**src/rtl/fir_sample_feeder.sv**
```systemverilog
// Upstream feeder for myFIR: buffers a valid/ready sample stream in a FIFO and issues
// one sample at a time, waiting for the FIR's outputValid (with a stall watchdog).
`timescale 1ns/1ps

module fir_sample_feeder #(
  parameter int unsigned InputWidth = 16,
  parameter int unsigned FifoDepth  = 8,
  parameter int unsigned CountWidth = 32,
  parameter int unsigned Timeout    = 255
) (
  input  logic                         clk,
  input  logic                         rst,
  input  logic                         s_valid,
  input  logic [InputWidth-1:0]        s_data,
  output logic                         s_ready,
  output logic                         fir_input_valid,
  output logic [InputWidth-1:0]        fir_input,
  input  logic                         fir_output_valid,
  output logic                         busy,
  output logic [$clog2(FifoDepth):0]   fifo_count,
  output logic [CountWidth-1:0]        sample_count,
  output logic                         timeout_err
);

  localparam int unsigned PtrWidth   = $clog2(FifoDepth);
  localparam int unsigned CntWidth   = PtrWidth + 1;
  localparam int unsigned TimerWidth = $clog2(Timeout + 1);

  typedef enum logic [1:0] {
    IDLE  = 2'd0,
    ISSUE = 2'd1,
    BUSY  = 2'd2
  } state_e;

  state_e                 state_q, state_d;
  logic [InputWidth-1:0]  mem [FifoDepth];
  logic [PtrWidth-1:0]    wr_ptr, rd_ptr;
  logic [TimerWidth-1:0]  timer_q, timer_d;
  logic                   push, pop, done, expire;

  // Ready is held low while reset is asserted so nothing is accepted mid-reset.
  assign s_ready = rst && (fifo_count != CntWidth'(FifoDepth));
  assign push    = s_valid && s_ready;

  // Next-state logic; the watchdog fires on the Timeout-th BUSY cycle.
  always_comb begin
    state_d = state_q;
    timer_d = timer_q;
    pop     = 1'b0;
    done    = 1'b0;
    expire  = 1'b0;
    case (state_q)
      IDLE: begin
        if (fifo_count != '0) begin
          state_d = ISSUE;
          pop     = 1'b1;
        end
      end
      ISSUE: begin
        state_d = BUSY;
        timer_d = '0;
      end
      BUSY: begin
        timer_d = timer_q + TimerWidth'(1);
        if (fir_output_valid) begin
          state_d = IDLE;
          done    = 1'b1;
        end else if (timer_q == TimerWidth'(Timeout - 1)) begin
          state_d = IDLE;
          expire  = 1'b1;
        end
      end
      default: state_d = IDLE;
    endcase
  end

  always_ff @(posedge clk or negedge rst) begin
    if (!rst) begin
      state_q <= IDLE;
      timer_q <= '0;
    end else begin
      state_q <= state_d;
      timer_q <= timer_d;
    end
  end

  // FIFO storage carries no reset; validity is tracked by the pointers and count.
  always_ff @(posedge clk) begin
    if (push) mem[wr_ptr] <= s_data;
  end

  always_ff @(posedge clk or negedge rst) begin
    if (!rst) begin
      wr_ptr     <= '0;
      rd_ptr     <= '0;
      fifo_count <= '0;
    end else begin
      if (push) wr_ptr <= wr_ptr + PtrWidth'(1);
      if (pop)  rd_ptr <= rd_ptr + PtrWidth'(1);
      case ({push, pop})
        2'b10:   fifo_count <= fifo_count + CntWidth'(1);
        2'b01:   fifo_count <= fifo_count - CntWidth'(1);
        default: fifo_count <= fifo_count;
      endcase
    end
  end

  // Registered outputs toward the FIR and status.
  always_ff @(posedge clk or negedge rst) begin
    if (!rst) begin
      fir_input_valid <= 1'b0;
      fir_input       <= '0;
      busy            <= 1'b0;
      sample_count    <= '0;
      timeout_err     <= 1'b0;
    end else begin
      fir_input_valid <= (state_d == ISSUE);
      busy            <= (state_d != IDLE);
      if (pop)    fir_input    <= mem[rd_ptr];
      if (done)   sample_count <= sample_count + CountWidth'(1);
      if (expire) timeout_err  <= 1'b1;
    end
  end

endmodule

```
**config.mk**
```make
export PLATFORM = sky130hd
export DESIGN_NAME = fir_sample_feeder
export DESIGN_NICKNAME = d
export VERILOG_FILES = /design/src/rtl/fir_sample_feeder.sv
export SDC_FILE = /design/constraint.sdc
export NUM_CORES = 1
export LEC_CHECK = 0
export BUFFER_PORTS_ARGS = -buffer_cell sky130_fd_sc_hd__buf_2
export CAP_MARGIN = 20
export CORE_MARGIN = 2
export CORE_UTILIZATION = 50
export DETAILED_ROUTE_END_ITERATION = 10
export PLACE_DENSITY = 0.72
export SKIP_CTS_REPAIR_TIMING = 1
export SYNTH_ARGS = -nofsm -noshare
export SYNTH_HDL_FRONTEND = slang
export SYNTH_SLANG_ARGS = --single-unit
```
**constraint.sdc**
```tcl
create_clock -name clk -period 2.5 [get_ports clk]
set_input_delay 0.125 -clock clk [delete_from_list [all_inputs] [get_ports clk]]
set_output_delay 0.125 -clock clk [all_outputs]
set_load 0.02 [all_outputs]
```
==> metrics, run 1 <==
status=complete, but fails checks; failing checks=hold timing; Initial Util=0.508; CTS buffer count=17; fin crit share=0.972; clk sinks=199; grt met1 use=0.253; final instance area=9620 um^2; HPWL Detailed=9570 um; Avg Vias per Cell=5.42; Switching Share=0.303; Die Ht=between 100 and 150 um; clk_lat worst skew=0.44 ns; Synth top area share=0.480; CP delay by family, top=simple AND/OR/NAND/NOR gates; Max VDD drop=0.814 mV; Tot Pwr=10.2 mW; NetSw=3.08 mW; CP startpoint kind=register; crit path kind=reg2reg; First DRT Iteration DRCs=303; Synth Flop Type=edfxtp_1; cell count after synthesis=488; Max stage delay on crit path=0.54 ns; min-delay worst type=in2async; row count=46; ratio of cells with drive above 1 in the final layout=0.283; vias in the first global route=~4500; number of flops mapped to enable cells by yosys=between 100 and 150; final setup violation count=0; total leakage power=between 3 and 4 nW; input/output buffers=75; Max-Cap Viols=0; CTS root buffer=clkbuf_16; Final Slew Violations=0; most common cell after layout, fill and taps aside=edfxtp_1; Clock power frac=0.288; crit path time final=approximately 2.4 ns; actual slew at the worst max-slew pin=0.923 ns; gr busiest metal=met2; fin nets=638; met2 usage=0.326; DRT Pass-1 Iters=4; drt wl/cell=18.3 um; Yosys Warn Count=0; final hold vios=71; H-tree depth=4; Post-synth ARST share=0.357; DP Area=just under 9000 um^2; largest net degree at the start of global routing=73; Max Freq=about 410 MHz; vias=4519; Worst path most repeated cell=xor2_1; Max-slew headroom=0.385; logic gate share of total power=0.291; clock-pin slew of the registers on the worst-case setup and hold paths=0.07 ns; nature of the critical path endpoint=register; met3 Usage GRT=0.0436; DRC=0; syn_area_per_cell=between 15 and 20 um^2; ANT cells=0; sequential share of the synthesized area=0.702; worst-path cell chain=or4b_4 -> and3_1 -> inv_1 -> ha_1 -> xor2_1 -> ha_1 -> a21oi_1 -> xor2_1 -> nor2_1 -> xor2_1; first-pass GRT wire length=24400 um; number of routed nets with antenna violations=0; Yosys cell types=42; Max stage delay cell, worst path=or4b_4; Worst Path Buf+Inv=1; Core Box Area=about 16000 um^2; final clock skew=around 0.022 ns; GR Overflow Total=0; sequential power share=0.422; Syn Std Cell Area=8010 um^2; top post-synthesis cells by area=edfxtp_1 (48%), dfrtp_1 (22%), mux4_2 (9.0%); TritonCTS clock tree=done; total negative slack=0 ns; die area=17000 um^2; RSZ-0062 raised after global routing=false; Area growth, synth to finish=20.2%; final wirelength=15300 um; IO Count=76; worst path arrival time=between 2 and 3 ns; Yosys reg bits=199; power per cell area=1060 nW/um^2; Chip Width=131 um; initial antenna violation count=0; syn nets=520; required time worst endpoint=2.80 ns; Pint=~7.1 mW; number of fill cells in the layout=1198; Final GP Congestion=0.814; All-Layer GR Usage=0.193; area leader, netlist=edfxtp_1; CTS Buffer Depth=2; Critical Path Fanout Max=8; commonest non-fill, non-tap cells in the layout=edfxtp_1 (128), buf_2 (74), dfrtp_1 (68), nand2_1 (41), mux4_2 (32); hold slack=-0.0690 ns
## Yosys cell counts (2+ instances only)
library cell / number
and3_1: 12
mux4_2: 32
a21oi_1: 3
nand2b_1: 5
mux2i_1: 17
nor3_2: 2
nand4b_1: 2
edfxtp_1: 128
and4_1: 2
xnor2_1: 29
dfrtp_1: 71
a31oi_1: 4
or3_1: 2
clkbuf_1: 7
and2_1: 2
o31ai_1: 2
inv_1: 8
nor3_1: 4
nand3_1: 9
nand2_1: 41
nand4_1: 17
nor2_1: 18
buf_2: 8
mux2_2: 2
xor2_1: 12
ha_1: 12
o21ai_0: 22
## power by group through the flow
stage	Sequential (mW)	Combinational [mW]	Clock, mW
after global routing	4.35	3.28	3.13
after detailed placement	4.37	2.93	0
after CTS	4.31	2.95	2.99
final	4.29	2.96	2.93
after floorplan	4.53	1.85	0
after global placement	4.34	2.84	0
## registers in the layout, indices dropped and copies added (netlist names)
signal and count:
timeout_err 1, wr_ptr 3, rd_ptr 3, fir_input 16, state_q 2, mem 128, fifo_count 4, timer_q 8
sample_count 32, fir_input_valid 1, busy 1
## cell type report
cell class,instances,area [um^2],area share
flip-flops and latches,199,5620,0.584
multi-input cells,263,2280,0.237
repair buffers,117,771,0.0801
clock buffers,21,480,0.0499
well taps,216,270,0.0281
clock inverters,10,165,0.0172
inverters,8,30.0,0.00312
## routing by layer
metal	share of wire	vias up
li1	-	2081
met1	0.45	2317
met2	0.51	110
met3	0.037	11
met4	0.011	0
met5	0	-
## cells by family (layout without fill, tap and decap cells)
| logic type | after synthesis | after routing | synth area share |
|---|---|---|---|
| compound gates | 37 | 37 | 0.0267 |
| fa+ha+maj | 12 | 12 | 0.0188 |
| xor+xnor | 41 | 41 | 0.0449 |
| mux | 52 | 52 | 0.116 |
| buf+inv | 26 | 156 | 0.0145 |
| flops | 199 | 199 | 0.702 |
| simple gates | 121 | 121 | 0.0771 |
## metrics by stage
| stage | std cells | util | hold slack [ns] | setup WS (ns) |
|---|---|---|---|---|
| 2_1_floorplan | 488 | - | -0.171 | 0.0172 |
| 3_5_place_dp | 784 | 0.557 | 0.397 | 0.0876 |
| 3_3_place_gp | 784 | 0.557 | 0.392 | 0.188 |
| 4_1_cts | 815 | 0.598 | -0.0617 | 0.0761 |
| 6_report | 834 | 0.610 | -0.0690 | 0.0708 |
| 5_1_grt | 834 | 0.610 | 0.0308 | 0.00574 |
## final timing paths
kind,startpoint,end,slack [ns],cells after the start
worst max-delay path,fifo_count[0]$_DFFE_PN0P_,fifo_count[2]$_DFFE_PN0P_,0.07,10
worst min register to register,sample_count[31]$_DFFE_PN0P_,sample_count[31]$_DFFE_PN0P_,0.47,1
max in group asynchronous,rst,fifo_count[1]$_DFFE_PN0P_,1.90,2
worst max register to register,fifo_count[0]$_DFFE_PN0P_,fifo_count[2]$_DFFE_PN0P_,0.07,10
min in group clk,fir_output_valid,sample_count[0]$_DFFE_PN0P_,0.03,3
worst min-delay path,rst,state_q[1]$_DFF_PN0_,-0.07,2
Power figures use the tool's default switching activity.
==> run 2: changes to the inputs <==
==> constraint.sdc (replaced) <==
create_clock -name clk -period 2.5 [get_ports clk]
set_input_delay 0.5 -clock clk [delete_from_list [all_inputs] [get_ports clk]]
set_output_delay 0.5 -clock clk [all_outputs]
set_load 0.02 [all_outputs]
==> metrics, run 2 (same netlist as run 1, synthesis figures left out) <==
final hold vios=0; Pint=6.85 mW; number of routed nets with antenna violations=0; final instance area=around 9400 um^2; H-tree depth=4; Switching Share=0.311; clk_lat worst skew=0.43 ns; largest net degree at the start of global routing=72; vias in the first global route=4481; RSZ-0062 raised after global routing=false; nature of the critical path endpoint=register; Max Freq=425 MHz; die area=17000 um^2; vias=around 4500; Crit path depth=9; Chip Width=between 100 and 150 um; Initial Util=0.508; fin nets=625; logic gate share of total power=0.296; worst path arrival time=2.70 ns; First DRT Iteration DRCs=215; DP Area=8790 um^2; drt wl/cell=18.4 um; Max-slew headroom=0.398; Max-Cap Viols=0; Largest Register=mem; first-pass GRT wire length=24000 um; Worst Path Buf+Inv=2; status=finished clean; ANT cells=0; Final Worst Setup Slack=0.149 ns; clk sinks=199; required time worst endpoint=2.85 ns; biggest regs=mem: 128 flops, sample_count: 32 flops, fir_input: 16 flops; All-Layer GR Usage=0.190; Final GP Congestion=0.833; fin crit share=0.941; Max stage delay on crit path=0.56 ns; number of fill cells in the layout=1211; power per cell area=about 1100 nW/um^2; Avg Vias per Cell=between 5 and 6; HPWL Detailed=9590 um; Tot Pwr=about 9.9 mW; clock-pin slew of the registers on the worst-case setup and hold paths=0.07 ns; worst r2r path cells=9; Final Slew Violations=0; DRC=0; Area growth, synth to finish=17.8%; NetSw=3.09 mW; Max VDD drop=around 0.55 mV; most common cell after layout, fill and taps aside=edfxtp_1; CP delay by family, top=simple AND/OR/NAND/NOR gates; worst-path cell chain=or4b_1 -> and3_1 -> inv_1 -> ha_1 -> buf_4 -> nand3b_1 -> a211o_1 -> a31oi_2 -> xor2_1; final clock skew=0.00975 ns; commonest non-fill, non-tap cells in the layout=edfxtp_1 (128), buf_2 (74), dfrtp_1 (68), nand2_1 (41), mux4_2 (32); min-delay worst type=in2async; Die Ht=131 um; final wirelength=15100 um; pre-CTS WS=0.142 ns; initial antenna violation count=0; CTS buffer count=17; IO Count=76; row count=46; CP startpoint kind=register; area occupied by multi-input gates=2290 um^2; total leakage power=3.73 nW; input/output buffers=75; CTS Buffer Depth=2; ratio of cells with drive above 1 in the final layout=0.295; number of flip-flops in the largest register=128; DRT Pass-1 Iters=4; Clock power frac=0.273; final setup violation count=0; crit path time final=roughly 2.4 ns; crit path kind=reg2reg; worst flop-to-flop path startpoint=fifo_count[1]$_DFFE_PN0P_; sequential power share=0.431; CTS root buffer=clkbuf_16; GR Overflow Total=0; TritonCTS clock tree=done; actual slew at the worst max-slew pin=about 0.9 ns; Critical Path Fanout Max=5; total negative slack=0 ns; Core Box Area=15800 um^2; Storage cell area=5620 um^2; Critical path origin=fifo_count[1]$_DFFE_PN0P_; Max stage delay cell, worst path=or4b_1
==> run 2: power by group through the flow <==
stage	Sequential, mW	Combinational (mW)	Clock (mW)
2_1_floorplan	4.53	1.85	0
3_3_place_gp	4.34	2.82	0
3_5_place_dp	4.37	2.90	0
4_1_cts	4.31	2.91	2.77
5_1_grt	4.34	3.25	2.92
6_report	4.29	2.95	2.71
==> run 2: worst reg2reg max path, delay by kind of cell, from the launching register on <==
family | cells | cell delay, ns
flops | 1 | 0.43
fa+ha+maj | 1 | 0.18
xor+xnor | 1 | 0.15
buf+inv | 2 | 0.22
simple gates | 3 | 0.85
compound gates | 2 | 0.44
==> run 2: through the flow <==
stage / util / instances / hold WS (ns)
global route: 0.598 / 822 / 0.340
finish: 0.598 / 822 / 0.334
global placement: 0.558 / 786 / 0.446
floorplan: - / 488 / 0.204
detailed placement: 0.558 / 786 / 0.452
CTS: 0.595 / 818 / 0.321
==> run 2: cell type report <==
type / instances / area share
clock buffer: 21 / 0.0499
clock inverter: 11 / 0.0131
inverter: 8 / 0.00319
multi-input combinational: 263 / 0.243
sequential: 199 / 0.597
tap: 216 / 0.0287
timing repair buffer: 104 / 0.0658
==> run 2: final timing paths <==
| check | end | slack (ns) |
|---|---|---|
| max in group asynchronous | rd_ptr[0]$_DFFE_PN0P_ | 1.54 |
| min in group clk | mem[7][6]$_DFFE_PP_ | 0.34 |
| setup / recovery | fifo_count[3]$_DFFE_PN0P_ | 0.15 |
| hold reg to reg | timeout_err$_DFFE_PN0P_ | 0.46 |
| setup reg to reg | fifo_count[3]$_DFFE_PN0P_ | 0.15 |
| hold / removal | sample_count[3]$_DFFE_PN0P_ | 0.33 |
==> run 2: metal layers <==
metal / GRT usage / vias up / wire length (um)
li1: - / 2054 / -
met1: 0.248 / 2285 / 6700
met2: 0.314 / 107 / 7440
met3: 0.0415 / 22 / 677
met4: 0.0726 / 0 / 293
met5: 0 / - / 0
